### src/rtl/cmp_red_seq_pkg.sv
// Shared types, opcode constants and helpers for the min/max reduction sequencer.
package cmp_red_seq_pkg;

   // Low bit of the 7-bit ocode: integer (0) versus floating-point (1) datapath.
   localparam logic INT = 1'b0;

   // funct6 encodings; the vector-vector and reduction forms share one code.
   localparam logic [5:0] F6_VMINU_VREDMINU  = 6'b000100;
   localparam logic [5:0] F6_VMIN_VREDMIN    = 6'b000101;
   localparam logic [5:0] F6_VMAXU_VREDMAXU  = 6'b000110;
   localparam logic [5:0] F6_VMAX_VREDMAX    = 6'b000111;
   localparam logic [5:0] F6_VMSEQ_VMANDNOT  = 6'b011000;

   localparam logic [6:0] OC_VREDMINU = {F6_VMINU_VREDMINU, INT};
   localparam logic [6:0] OC_VREDMIN  = {F6_VMIN_VREDMIN, INT};
   localparam logic [6:0] OC_VREDMAXU = {F6_VMAXU_VREDMAXU, INT};
   localparam logic [6:0] OC_VREDMAX  = {F6_VMAX_VREDMAX, INT};
   localparam logic [6:0] OC_VMSEQ    = {F6_VMSEQ_VMANDNOT, INT};

   typedef enum logic [1:0] {
      IDLE = 2'd0,
      RUN  = 2'd1,
      DONE = 2'd2
   } red_state_t;

   // Observation struct: sequencer state and whether the comparator last picked the element.
   typedef struct packed {
      red_state_t state;
      logic       took_b;
   } red_dbg_t;

   // True only for the four integer min/max reductions the sequencer can run.
   function automatic logic is_red_op(input logic [6:0] ocode);
      return (ocode == OC_VREDMIN)  || (ocode == OC_VREDMINU) ||
             (ocode == OC_VREDMAX)  || (ocode == OC_VREDMAXU);
   endfunction

endpackage

### src/rtl/cmp_red_seq_if.sv
// Issue/lane-side bundle for the reduction sequencer.
// Element stream: a beat transfers on a rising clock edge where elem_valid_i and
// elem_ready_o are both high; the source holds data/mask stable while valid is high
// and not yet accepted, and the sink may hold ready low for any number of cycles.
interface cmp_red_seq_if #(
   parameter int DATA_WIDTH = 32,
   parameter int CNT_W      = 7
);
   logic                  start_i;
   logic [6:0]            ocode_i;
   logic [CNT_W-1:0]      vl_i;
   logic [DATA_WIDTH-1:0] init_i;
   logic                  elem_valid_i;
   logic                  elem_ready_o;
   logic [DATA_WIDTH-1:0] elem_data_i;
   logic                  elem_mask_i;
   logic                  busy_o;
   logic                  done_o;
   logic                  err_o;
   logic [DATA_WIDTH-1:0] result_o;

   modport master (
      output start_i, ocode_i, vl_i, init_i, elem_valid_i, elem_data_i, elem_mask_i,
      input  elem_ready_o, busy_o, done_o, err_o, result_o
   );

   modport slave (
      input  start_i, ocode_i, vl_i, init_i, elem_valid_i, elem_data_i, elem_mask_i,
      output elem_ready_o, busy_o, done_o, err_o, result_o
   );
endinterface

### src/rtl/cmp_red_seq_com.sv
// COM: integer min/max comparator. Result is combinational so the caller can fold it
// into an accumulator in the same cycle; a registered flag records the last choice.
module cmp_red_seq_com
   import cmp_red_seq_pkg::*;
#(
   parameter int DATA_WIDTH = 32
) (
   input  logic                  module_clk_i,
   input  logic                  rst_i,
   input  logic                  en_i,
   input  logic [DATA_WIDTH-1:0] a_i,
   input  logic [DATA_WIDTH-1:0] b_i,
   input  logic [6:0]            ocode_i,
   output logic [DATA_WIDTH-1:0] result_o,
   output logic                  took_b_o
);
   logic is_max;
   logic is_signed;
   logic op_ok;
   logic b_lt_a;
   logic b_gt_a;
   logic take_b;

   // Decode the operation and pick a or b; a passes through when disabled or unknown.
   always_comb begin
      is_max    = 1'b0;
      is_signed = 1'b0;
      op_ok     = 1'b1;
      case (ocode_i)
         OC_VREDMIN:  is_signed = 1'b1;
         OC_VREDMINU: is_signed = 1'b0;
         OC_VREDMAX:  begin is_max = 1'b1; is_signed = 1'b1; end
         OC_VREDMAXU: is_max = 1'b1;
         default:     op_ok = 1'b0;
      endcase
      if (is_signed) begin
         b_lt_a = $signed(b_i) < $signed(a_i);
         b_gt_a = $signed(b_i) > $signed(a_i);
      end else begin
         b_lt_a = b_i < a_i;
         b_gt_a = b_i > a_i;
      end
      take_b   = en_i & op_ok & (is_max ? b_gt_a : b_lt_a);
      result_o = take_b ? b_i : a_i;
   end

   // Remember whether the most recent enabled compare selected the b operand.
   always_ff @(posedge module_clk_i or posedge rst_i) begin
      if (rst_i) begin
         took_b_o <= 1'b0;
      end else if (en_i) begin
         took_b_o <= take_b;
      end
   end
endmodule

### src/rtl/cmp_red_seq.sv
// Min/max reduction sequencer: seeds an accumulator with vs1[0], folds one vs2 element
// per accepted beat through COM, and returns the scalar with a one-cycle done pulse.
module cmp_red_seq
   import cmp_red_seq_pkg::*;
#(
   parameter int DATA_WIDTH = 32,
   parameter int MAX_VL     = 64,
   parameter int CNT_W      = $clog2(MAX_VL + 1)
) (
   input  logic         module_clk_i,
   input  logic         rst_i,
   cmp_red_seq_if.slave bus,
   output red_dbg_t     dbg_o
);
   red_state_t            state;
   logic [6:0]            ocode_q;
   logic [CNT_W-1:0]      vl_q;
   logic [CNT_W-1:0]      cnt;
   logic [CNT_W-1:0]      vl_clamped;
   logic [DATA_WIDTH-1:0] acc;
   logic [DATA_WIDTH-1:0] acc_next;
   logic [DATA_WIDTH-1:0] com_result;
   logic [DATA_WIDTH-1:0] result_q;
   logic                  busy_q;
   logic                  done_q;
   logic                  err_q;
   logic                  ready_q;
   logic                  hs;
   logic                  com_en;
   logic                  com_took_b;

   // Requests above MAX_VL run exactly MAX_VL elements.
   assign vl_clamped = (bus.vl_i > CNT_W'(MAX_VL)) ? CNT_W'(MAX_VL) : bus.vl_i;
   assign hs         = bus.elem_valid_i & ready_q;
   assign com_en     = (state == RUN);
   // Masked-off elements are consumed but leave the accumulator untouched.
   assign acc_next   = bus.elem_mask_i ? com_result : acc;

   cmp_red_seq_com #(
      .DATA_WIDTH (DATA_WIDTH)
   ) u_com (
      .module_clk_i (module_clk_i),
      .rst_i        (rst_i),
      .en_i         (com_en),
      .a_i          (acc),
      .b_i          (bus.elem_data_i),
      .ocode_i      (ocode_q),
      .result_o     (com_result),
      .took_b_o     (com_took_b)
   );

   // Sequencer FSM with all visible outputs registered alongside the state.
   always_ff @(posedge module_clk_i or posedge rst_i) begin
      if (rst_i) begin
         state    <= IDLE;
         ocode_q  <= '0;
         vl_q     <= '0;
         cnt      <= '0;
         acc      <= '0;
         result_q <= '0;
         busy_q   <= 1'b0;
         done_q   <= 1'b0;
         err_q    <= 1'b0;
         ready_q  <= 1'b0;
      end else begin
         done_q <= 1'b0;
         err_q  <= 1'b0;
         case (state)
            IDLE: begin
               if (bus.start_i) begin
                  ocode_q <= bus.ocode_i;
                  vl_q    <= vl_clamped;
                  acc     <= bus.init_i;
                  cnt     <= '0;
                  if (!is_red_op(bus.ocode_i)) begin
                     state    <= DONE;
                     done_q   <= 1'b1;
                     err_q    <= 1'b1;
                     result_q <= bus.init_i;
                  end else if (vl_clamped == '0) begin
                     state    <= DONE;
                     done_q   <= 1'b1;
                     result_q <= bus.init_i;
                  end else begin
                     state   <= RUN;
                     busy_q  <= 1'b1;
                     ready_q <= 1'b1;
                  end
               end
            end
            RUN: begin
               if (hs) begin
                  acc <= acc_next;
                  cnt <= cnt + CNT_W'(1);
                  if (cnt == vl_q - CNT_W'(1)) begin
                     state    <= DONE;
                     busy_q   <= 1'b0;
                     ready_q  <= 1'b0;
                     done_q   <= 1'b1;
                     result_q <= acc_next;
                  end
               end
            end
            DONE: begin
               state <= IDLE;
            end
            default: begin
               state   <= IDLE;
               busy_q  <= 1'b0;
               ready_q <= 1'b0;
            end
         endcase
      end
   end

   assign bus.busy_o       = busy_q;
   assign bus.done_o       = done_q;
   assign bus.err_o        = err_q;
   assign bus.elem_ready_o = ready_q;
   assign bus.result_o     = result_q;
   assign dbg_o.state      = state;
   assign dbg_o.took_b     = com_took_b;
endmodule
### src/flat_wrapper.sv
// flat-port wrapper written by rule: the top's interface ports become plain ports
module cmp_red_seq_flat import cmp_red_seq_pkg::*;
#(
   parameter int DATA_WIDTH = 32,
   parameter int MAX_VL     = 64,
   parameter int CNT_W      = $clog2(MAX_VL + 1)
)
  (module_clk_i, rst_i, dbg_o, bus_start_i, bus_ocode_i, bus_vl_i, bus_init_i, bus_elem_valid_i, bus_elem_data_i, bus_elem_mask_i, bus_elem_ready_o, bus_busy_o, bus_done_o, bus_err_o, bus_result_o);
  cmp_red_seq_if #(.DATA_WIDTH(DATA_WIDTH), .CNT_W(CNT_W)) bus_i ();
  input  logic module_clk_i;
  input  logic rst_i;
  output red_dbg_t dbg_o;
  input wire logic [$bits(bus_i.start_i)-1:0] bus_start_i;
  input wire logic [$bits(bus_i.ocode_i)-1:0] bus_ocode_i;
  input wire logic [$bits(bus_i.vl_i)-1:0] bus_vl_i;
  input wire logic [$bits(bus_i.init_i)-1:0] bus_init_i;
  input wire logic [$bits(bus_i.elem_valid_i)-1:0] bus_elem_valid_i;
  input wire logic [$bits(bus_i.elem_data_i)-1:0] bus_elem_data_i;
  input wire logic [$bits(bus_i.elem_mask_i)-1:0] bus_elem_mask_i;
  output wire logic [$bits(bus_i.elem_ready_o)-1:0] bus_elem_ready_o;
  output wire logic [$bits(bus_i.busy_o)-1:0] bus_busy_o;
  output wire logic [$bits(bus_i.done_o)-1:0] bus_done_o;
  output wire logic [$bits(bus_i.err_o)-1:0] bus_err_o;
  output wire logic [$bits(bus_i.result_o)-1:0] bus_result_o;
  assign bus_i.start_i = bus_start_i;
  assign bus_i.ocode_i = bus_ocode_i;
  assign bus_i.vl_i = bus_vl_i;
  assign bus_i.init_i = bus_init_i;
  assign bus_i.elem_valid_i = bus_elem_valid_i;
  assign bus_i.elem_data_i = bus_elem_data_i;
  assign bus_i.elem_mask_i = bus_elem_mask_i;
  assign bus_elem_ready_o = bus_i.elem_ready_o;
  assign bus_busy_o = bus_i.busy_o;
  assign bus_done_o = bus_i.done_o;
  assign bus_err_o = bus_i.err_o;
  assign bus_result_o = bus_i.result_o;
  cmp_red_seq #(.DATA_WIDTH(DATA_WIDTH), .MAX_VL(MAX_VL), .CNT_W(CNT_W)) u_core (.module_clk_i(module_clk_i), .rst_i(rst_i), .bus(bus_i), .dbg_o(dbg_o));
endmodule
### config.mk
export PLATFORM = sky130hd
export DESIGN_NAME = cmp_red_seq_flat
export DESIGN_NICKNAME = d
export VERILOG_FILES = /design/src/rtl/cmp_red_seq_pkg.sv /design/src/rtl/cmp_red_seq_if.sv /design/src/rtl/cmp_red_seq_com.sv /design/src/rtl/cmp_red_seq.sv /design/src/flat_wrapper.sv
export SDC_FILE = /design/constraint.sdc
export NUM_CORES = 1
export LEC_CHECK = 0
export ABC_AREA = 1
export BUFFER_PORTS_ARGS = -buffer_cell sky130_fd_sc_hd__buf_2
export CORE_MARGIN = 2
export CORE_UTILIZATION = 45
export DETAILED_ROUTE_END_ITERATION = 7
export PLACE_DENSITY = 0.77
export SYNTH_ARGS = -nofsm -noshare
export SYNTH_HDL_FRONTEND = slang
export SYNTH_SLANG_ARGS = --single-unit
### constraint.sdc
create_clock -name module_clk_i -period 3.5 [get_ports module_clk_i]
set_clock_uncertainty 0.15 [all_clocks]
set_input_delay 0.7 -clock module_clk_i [delete_from_list [all_inputs] [get_ports module_clk_i]]
set_output_delay 0.7 -clock module_clk_i [all_outputs]
set_load 0.01 [all_outputs]
**Word-level counts from Yosys, hierarchy flattened**

Index checks and enable logic that the tools add are counted.

- Register bits after elaboration: 91
- Output and inout port bits: 39
- Logic and storage cells: 94
- Input port bits: 83

- Reduce and logical (&&, ||, !) cells: 14
- Bitwise operators: 4
- Multiplexer cells: 42
- Add/subtract/negate cells: 2
- Equal/unequal tests: 17
- $lt $le $gt $ge: 5

Operators by type and width:

| cell | number |
|---|---|
| 32-bit two-way mux | 9 |
| 32-bit one-hot mux with 2 select lines | 2 |
| 32-bit greater-than comparator | 2 |
| 32-bit < comparator | 2 |
| 7-bit by 4-bit equality test with 1-bit output, second input constant | 8 |
| 7-bit two-way mux | 3 |
| 1-bit two-way mux | 19 |
| 7-bit one-hot mux with 2 select lines | 1 |
| 2-bit two-way mux | 5 |
| 7-bit by 1-bit adder with 7-bit output, second input constant | 1 |
| 7-bit equality test | 1 |
| 7-bit greater-than comparator, second input constant | 1 |
| 7-bit logical NOT | 1 |
| 7-bit by 1-bit subtractor with 7-bit output, second input constant | 1 |
| 2-bit by 1-bit inequality test with 1-bit output, second input constant | 3 |
| 3-bit AND reduction | 2 |
| 6-bit AND reduction | 1 |
| 5-bit AND reduction | 1 |
| 2-bit inequality test, second input constant | 2 |
| 2-bit one-hot mux with 2 select lines | 1 |
| 2-bit OR reduction | 2 |
| 4-bit OR reduction | 1 |
| 1-bit AND | 3 |
| 1-bit logical OR | 3 |
| other kinds (9) | 9 |

**Longest topological paths before layout**

- Depth after elaboration: 11
- Mapped depth: 24

**Cells and area by module**

A second synthesis with hierarchy kept.

- Cells, all modules: 874
- Area, all modules: 6049.6 um^2

Modules (own cells, without submodules):

| module | area each (um^2) | sequential area each (um^2) | instances | cells each |
|---|---|---|---|---|
| cmp_red_seq | 4536.9 | 2252.2 | 1 | 608 |
| cmp_red_seq_com | 1512.7 | 25.0 | 1 | 266 |

**Least setup slack after synthesis**

No wires, ideal clock.

- Kind: input port to flip-flop
- From: input port bus_elem_data_i[7]
- To: register u_core.acc[14]
- Required time: 3.234 ns
- Slack: 0.939 ns
- Arrival time: 2.294 ns
- Cell stages on the path: 19
- Library setup time: 0.116 ns
- Cell sequence: ha_1 > a21o_1 > nor2_1 > nand2_1 > nand2_1 > nand2_1 > nand2_1 > nand2_1 > nand2_2 > nand3_2 > nand2_2 > clkinv_4 > nand3_4 > buf_6 > nand2_2 > nand3_2 > nand2_1 > nand2_1 > nand2_1

- Longest elaborated chain between the ends: 8
- Elaborated cells between the ends (all ways): 12

Ends and longest elaborated chain:

| item | line | source |
|---|---|---|
| start, declared | flat_wrapper.sv:18 | `input wire logic [$bits(bus_i.elem_data_i)-1:0] bus_elem_data_i;` |
| 32-bit < comparator (tied with other cells) | cmp_red_seq_com.sv:40 | `b_lt_a = b_i < a_i;` |
| 1-bit two-way mux | cmp_red_seq_com.sv:36 | `if (is_signed) begin` |
| 1-bit two-way mux * | cmp_red_seq_com.sv:43 | `take_b = en_i & op_ok & (is_max ? b_gt_a : b_lt_a);` |
| 1-bit AND * | cmp_red_seq_com.sv:43 |  |
| 32-bit two-way mux * | cmp_red_seq_com.sv:44 | `result_o = take_b ? b_i : a_i;` |
| 32-bit two-way mux * | cmp_red_seq.sv:37 | `assign acc_next = bus.elem_mask_i ? com_result : acc;` |
| 32-bit two-way mux * | cmp_red_seq.sv:92 | `if (hs) begin` |
| 32-bit one-hot mux with 2 select lines * | cmp_red_seq.sv:68 | `case (state)` |
| end signal, assigned | cmp_red_seq.sv:73 | `acc <= bus.init_i;` |
| end signal, assigned | cmp_red_seq.sv:93 | `acc <= acc_next;` |
| end, declared | cmp_red_seq.sv:20 | `logic [DATA_WIDTH-1:0] acc;` |

Every way passes the cells marked *; elsewhere a longest branch is shown, timed or not. The select of a mux whose other input is x is not followed.
A chain may end at the register's enable or synchronous reset.

**Worst setup path in the final report**

- From: input port bus_elem_data_i[31]
- To: register u_core.result_q[8], in the netlist u_core.bus.result_o[8]

- Longest elaborated chain between the ends: 9
- Elaborated cells between the ends (all ways): 13

Ends and longest elaborated chain:

| item | line | source |
|---|---|---|
| 32-bit < comparator (tied with other cells) | cmp_red_seq_com.sv:40 |  |
| 1-bit two-way mux | cmp_red_seq_com.sv:36 |  |
| 1-bit two-way mux * | cmp_red_seq_com.sv:43 |  |
| 1-bit AND * | cmp_red_seq_com.sv:43 |  |
| 32-bit two-way mux * | cmp_red_seq_com.sv:44 |  |
| 32-bit two-way mux * | cmp_red_seq.sv:37 |  |
| 32-bit two-way mux * | cmp_red_seq.sv:95 | `if (cnt == vl_q - CNT_W'(1)) begin` |
| 32-bit two-way mux * | cmp_red_seq.sv:92 |  |
| 32-bit one-hot mux with 2 select lines * | cmp_red_seq.sv:68 |  |
| end signal, assigned | cmp_red_seq.sv:79 | `result_q <= bus.init_i;` |
| end signal, assigned | cmp_red_seq.sv:83 | `result_q <= bus.init_i;` |
| end signal, assigned | cmp_red_seq.sv:100 | `result_q <= acc_next;` |
| end, declared | cmp_red_seq.sv:23 | `logic [DATA_WIDTH-1:0] result_q;` |

Marks and branches as above.

==> flow_summary.ini <==
[sta]
drv_slew = 0
period_share_pct = 81.0
fmax_mhz = 353
rsz0062_at_grt = no
setup_tns_ps = 0
holdWs_ps = 305
hold_viol_final = 0
tightest_slew_ps = 680
setup_viol = 0
fin_crit_ps = 2840
max-slew-margin-rel_pct = 54.6

[synth]
synth_ff_type = dfrtp_1
ys_top_cells_by_count = nand2_1, dfrtp_1, inv_1
yosys_warnings = 0
synthMostInstantiatedCell = nand2_1
ys_ff_latch = 91
synth_area_leaders = dfrtp_1, nand2_1, ha_1, inv_1, nand3_2
synth_edf_count = 0
yosysTopAreaCell = dfrtp_1
syn_area_per_cell_um2 = 7.42
synth_area_um2 = 5940
synthCells = 800
async_reset_ff_share_pct = 100
yosysSeqAreaShare_pct = 38.4
synth_top_cell_area_share_pct = 38.4
synthesis.nets = 917
yosys.cell_types.count = 37

[detailed_routing]
first_pass_iters = 5
num_vias = 5278
drc = 0
wl_per_cell_um = 13.6
drt_iter0_drc = 385
wl_mm = 14.7
vias_per_cell = 4.86
ant_nets = 0

[power_and_ir_drop]
power_density_nw_per_um2 = 773
p_leak_nw = 3.92
power.total_mw = 5.38
irDropWorstVdd_mv = 0.348

[clock_tree]
tritoncts = done
cts_root_buf = clkbuf_16
htreeDepth = 3
clkSinkCount = 91
path_clk_slew_ps = 60
hold_buffers = 0
ctsResizeCount = 0
cts_setup_buffers = 0
cts_buffers = 9
cts_buffer_depth = 2
insertion_delay_ps = 350

[worst_hold_path]
min_path_type = in -> async

[final_layout]
fill_cells = 1230
layout.nets = 1025
antennaDiodeCount = 0
drive_gt1_share_pct = 25.4
multi_input_area_um2 = 3050
layout.cells.non_filler = 1085
syn_to_final_growth_pct = 17.3
regArea_um2 = 2280

[floorplan]
start_util_pct = 46.5
die_w_um = 119
fp.dieH_um = 119
die-area_um2 = 14100
rows = 41
io_pins = 122
core_area_um2 = 12800

[flow_run]
maxCapViolCount = 0

[critical_path]
critPathKind = in -> reg
critPathCaptureType = flop
worstSetupStartpointType = input port
crit_path_max_fanout = 16
cp.arrival_ps = 2920
cp.required_ps = 3590

[placement]
port_buffers = 121
hpwl_mm = 10.3
dp.cells = 1069
gp_congestion = 0.875

[grt]
grt.overflow.total = 0
grt_max_degree = 53
grt_pass1_wl_mm = 25.1
track_usage_pct = 22.2
grt_antenna_before_repair = 0
grt_pass1_vias = 5218

[outcome]
outcome = finished, final reports clean
## flip-flops by register name, indices dropped and copies added, names as in the netlist
| name | flops |
|---|---|
| u_core.acc | 32 |
| u_core.state | 2 |
| u_core.bus.result_o | 32 |
| u_core.bus.err_o | 1 |
| u_core.vl_q | 7 |
| u_core.u_com.took_b_o | 1 |
| u_core.bus.done_o | 1 |
| u_core.ocode_q | 7 |
| u_core.bus.busy_o | 1 |
| u_core.cnt | 7 |
## layout make-up
type | count | share of cell area (%)
clock inverter | 4 | 0.701
multi-input combinational | 571 | 43.9
clock buffer | 12 | 3.68
sequential | 91 | 32.7
timing repair buffer | 133 | 10.4
tap | 172 | 3.09
inverter | 102 | 5.61
## where the power goes
group	total [mW]	switching, mW	internal, mW
Combinational	2.60	1.63	0.975
Sequential	1.76	0.254	1.51
Clock	1.01	0.423	0.592
## cells by family after synthesis
logic type | Yosys count | share of synthesized area, %
flip-flops | 91 | 38.4
buffers and inverters | 138 | 10.2
adder cells (fa/ha/maj) | 34 | 7.17
AND/OR/NAND/NOR | 478 | 38.1
AO/OA/AOI/OAI | 48 | 4.53
XOR/XNOR | 11 | 1.62
## cells in the final DEF, fill, tap and decap left out, types with 2 or more instances in the layout
cell type,instances
nand2_4,11
nand4_1,35
nor3_1,9
nor2_2,4
buf_12,2
clkbuf_16,9
inv_1,89
clkinv_2,2
nand2_2,33
o21a_1,2
nor2_1,22
clkinv_4,2
xor2_1,10
clkinv_1,3
buf_4,10
ha_1,34
clkbuf_8,2
buf_2,121
inv_2,8
o21ai_0,19
nand2_1,317
nand3_2,23
nand3_1,20
dfrtp_1,91
a21oi_1,18
a22o_1,3
## layer usage
| metal | part of all wire [%] | vias up | GRT usage [%] |
|---|---|---|---|
| li1 | - | 2719 | - |
| met1 | 47 | 2396 | 30.2 |
| met2 | 45 | 144 | 35.4 |
| met3 | 5.4 | 19 | 3.40 |
| met4 | 2.4 | 0 | 8.93 |
| met5 | 0 | - | 0 |
## worst paths after layout
kind / start / to / slack, ps / cells after the start
worst max-delay path: bus_elem_data_i[31] / u_core.bus.result_o[8] / 660 / 18
worst min-delay path: rst_i / u_core.bus.result_o[21] / 300 / 2
worst max register to register: u_core.acc[31] / u_core.bus.result_o[8] / 730 / 18
worst min register to register: u_core.cnt[2] / u_core.cnt[2] / 310 / 1
max in group asynchronous: rst_i / u_core.vl_q[1] / 2210 / 3
min in group module_clk_i: u_core.cnt[2] / u_core.cnt[2] / 310 / 1
## critical path, cell delays in order
cell and delay (ps):
buf_2 120, ha_1 320, a21oi_1 220, o21a_1 160, nand2_1 60, a21oi_2 160
nand2_1 100, nand2_2 90, nand3_2 70, nand2_2 80, clkinv_4 100, nand3_4 90
buf_4 300, nand2_2 80, nand3_1 100, nand2_1 70, nand2_1 60, nand2_1 50
## stage by stage
| step | setup slack, ps | instance area, µm² | util (%) |
|---|---|---|---|
| global route | 406 | 6960 | 54.5 |
| finish | 663 | 6960 | 54.5 |
| detailed placement | 341 | 6660 | 52.1 |
| global placement | 374 | 6660 | 52.1 |
| CTS | 662 | 6960 | 54.5 |
| floorplan | 286 | 5940 | - |
No activity file was read; power rests on OpenSTA's default activity.
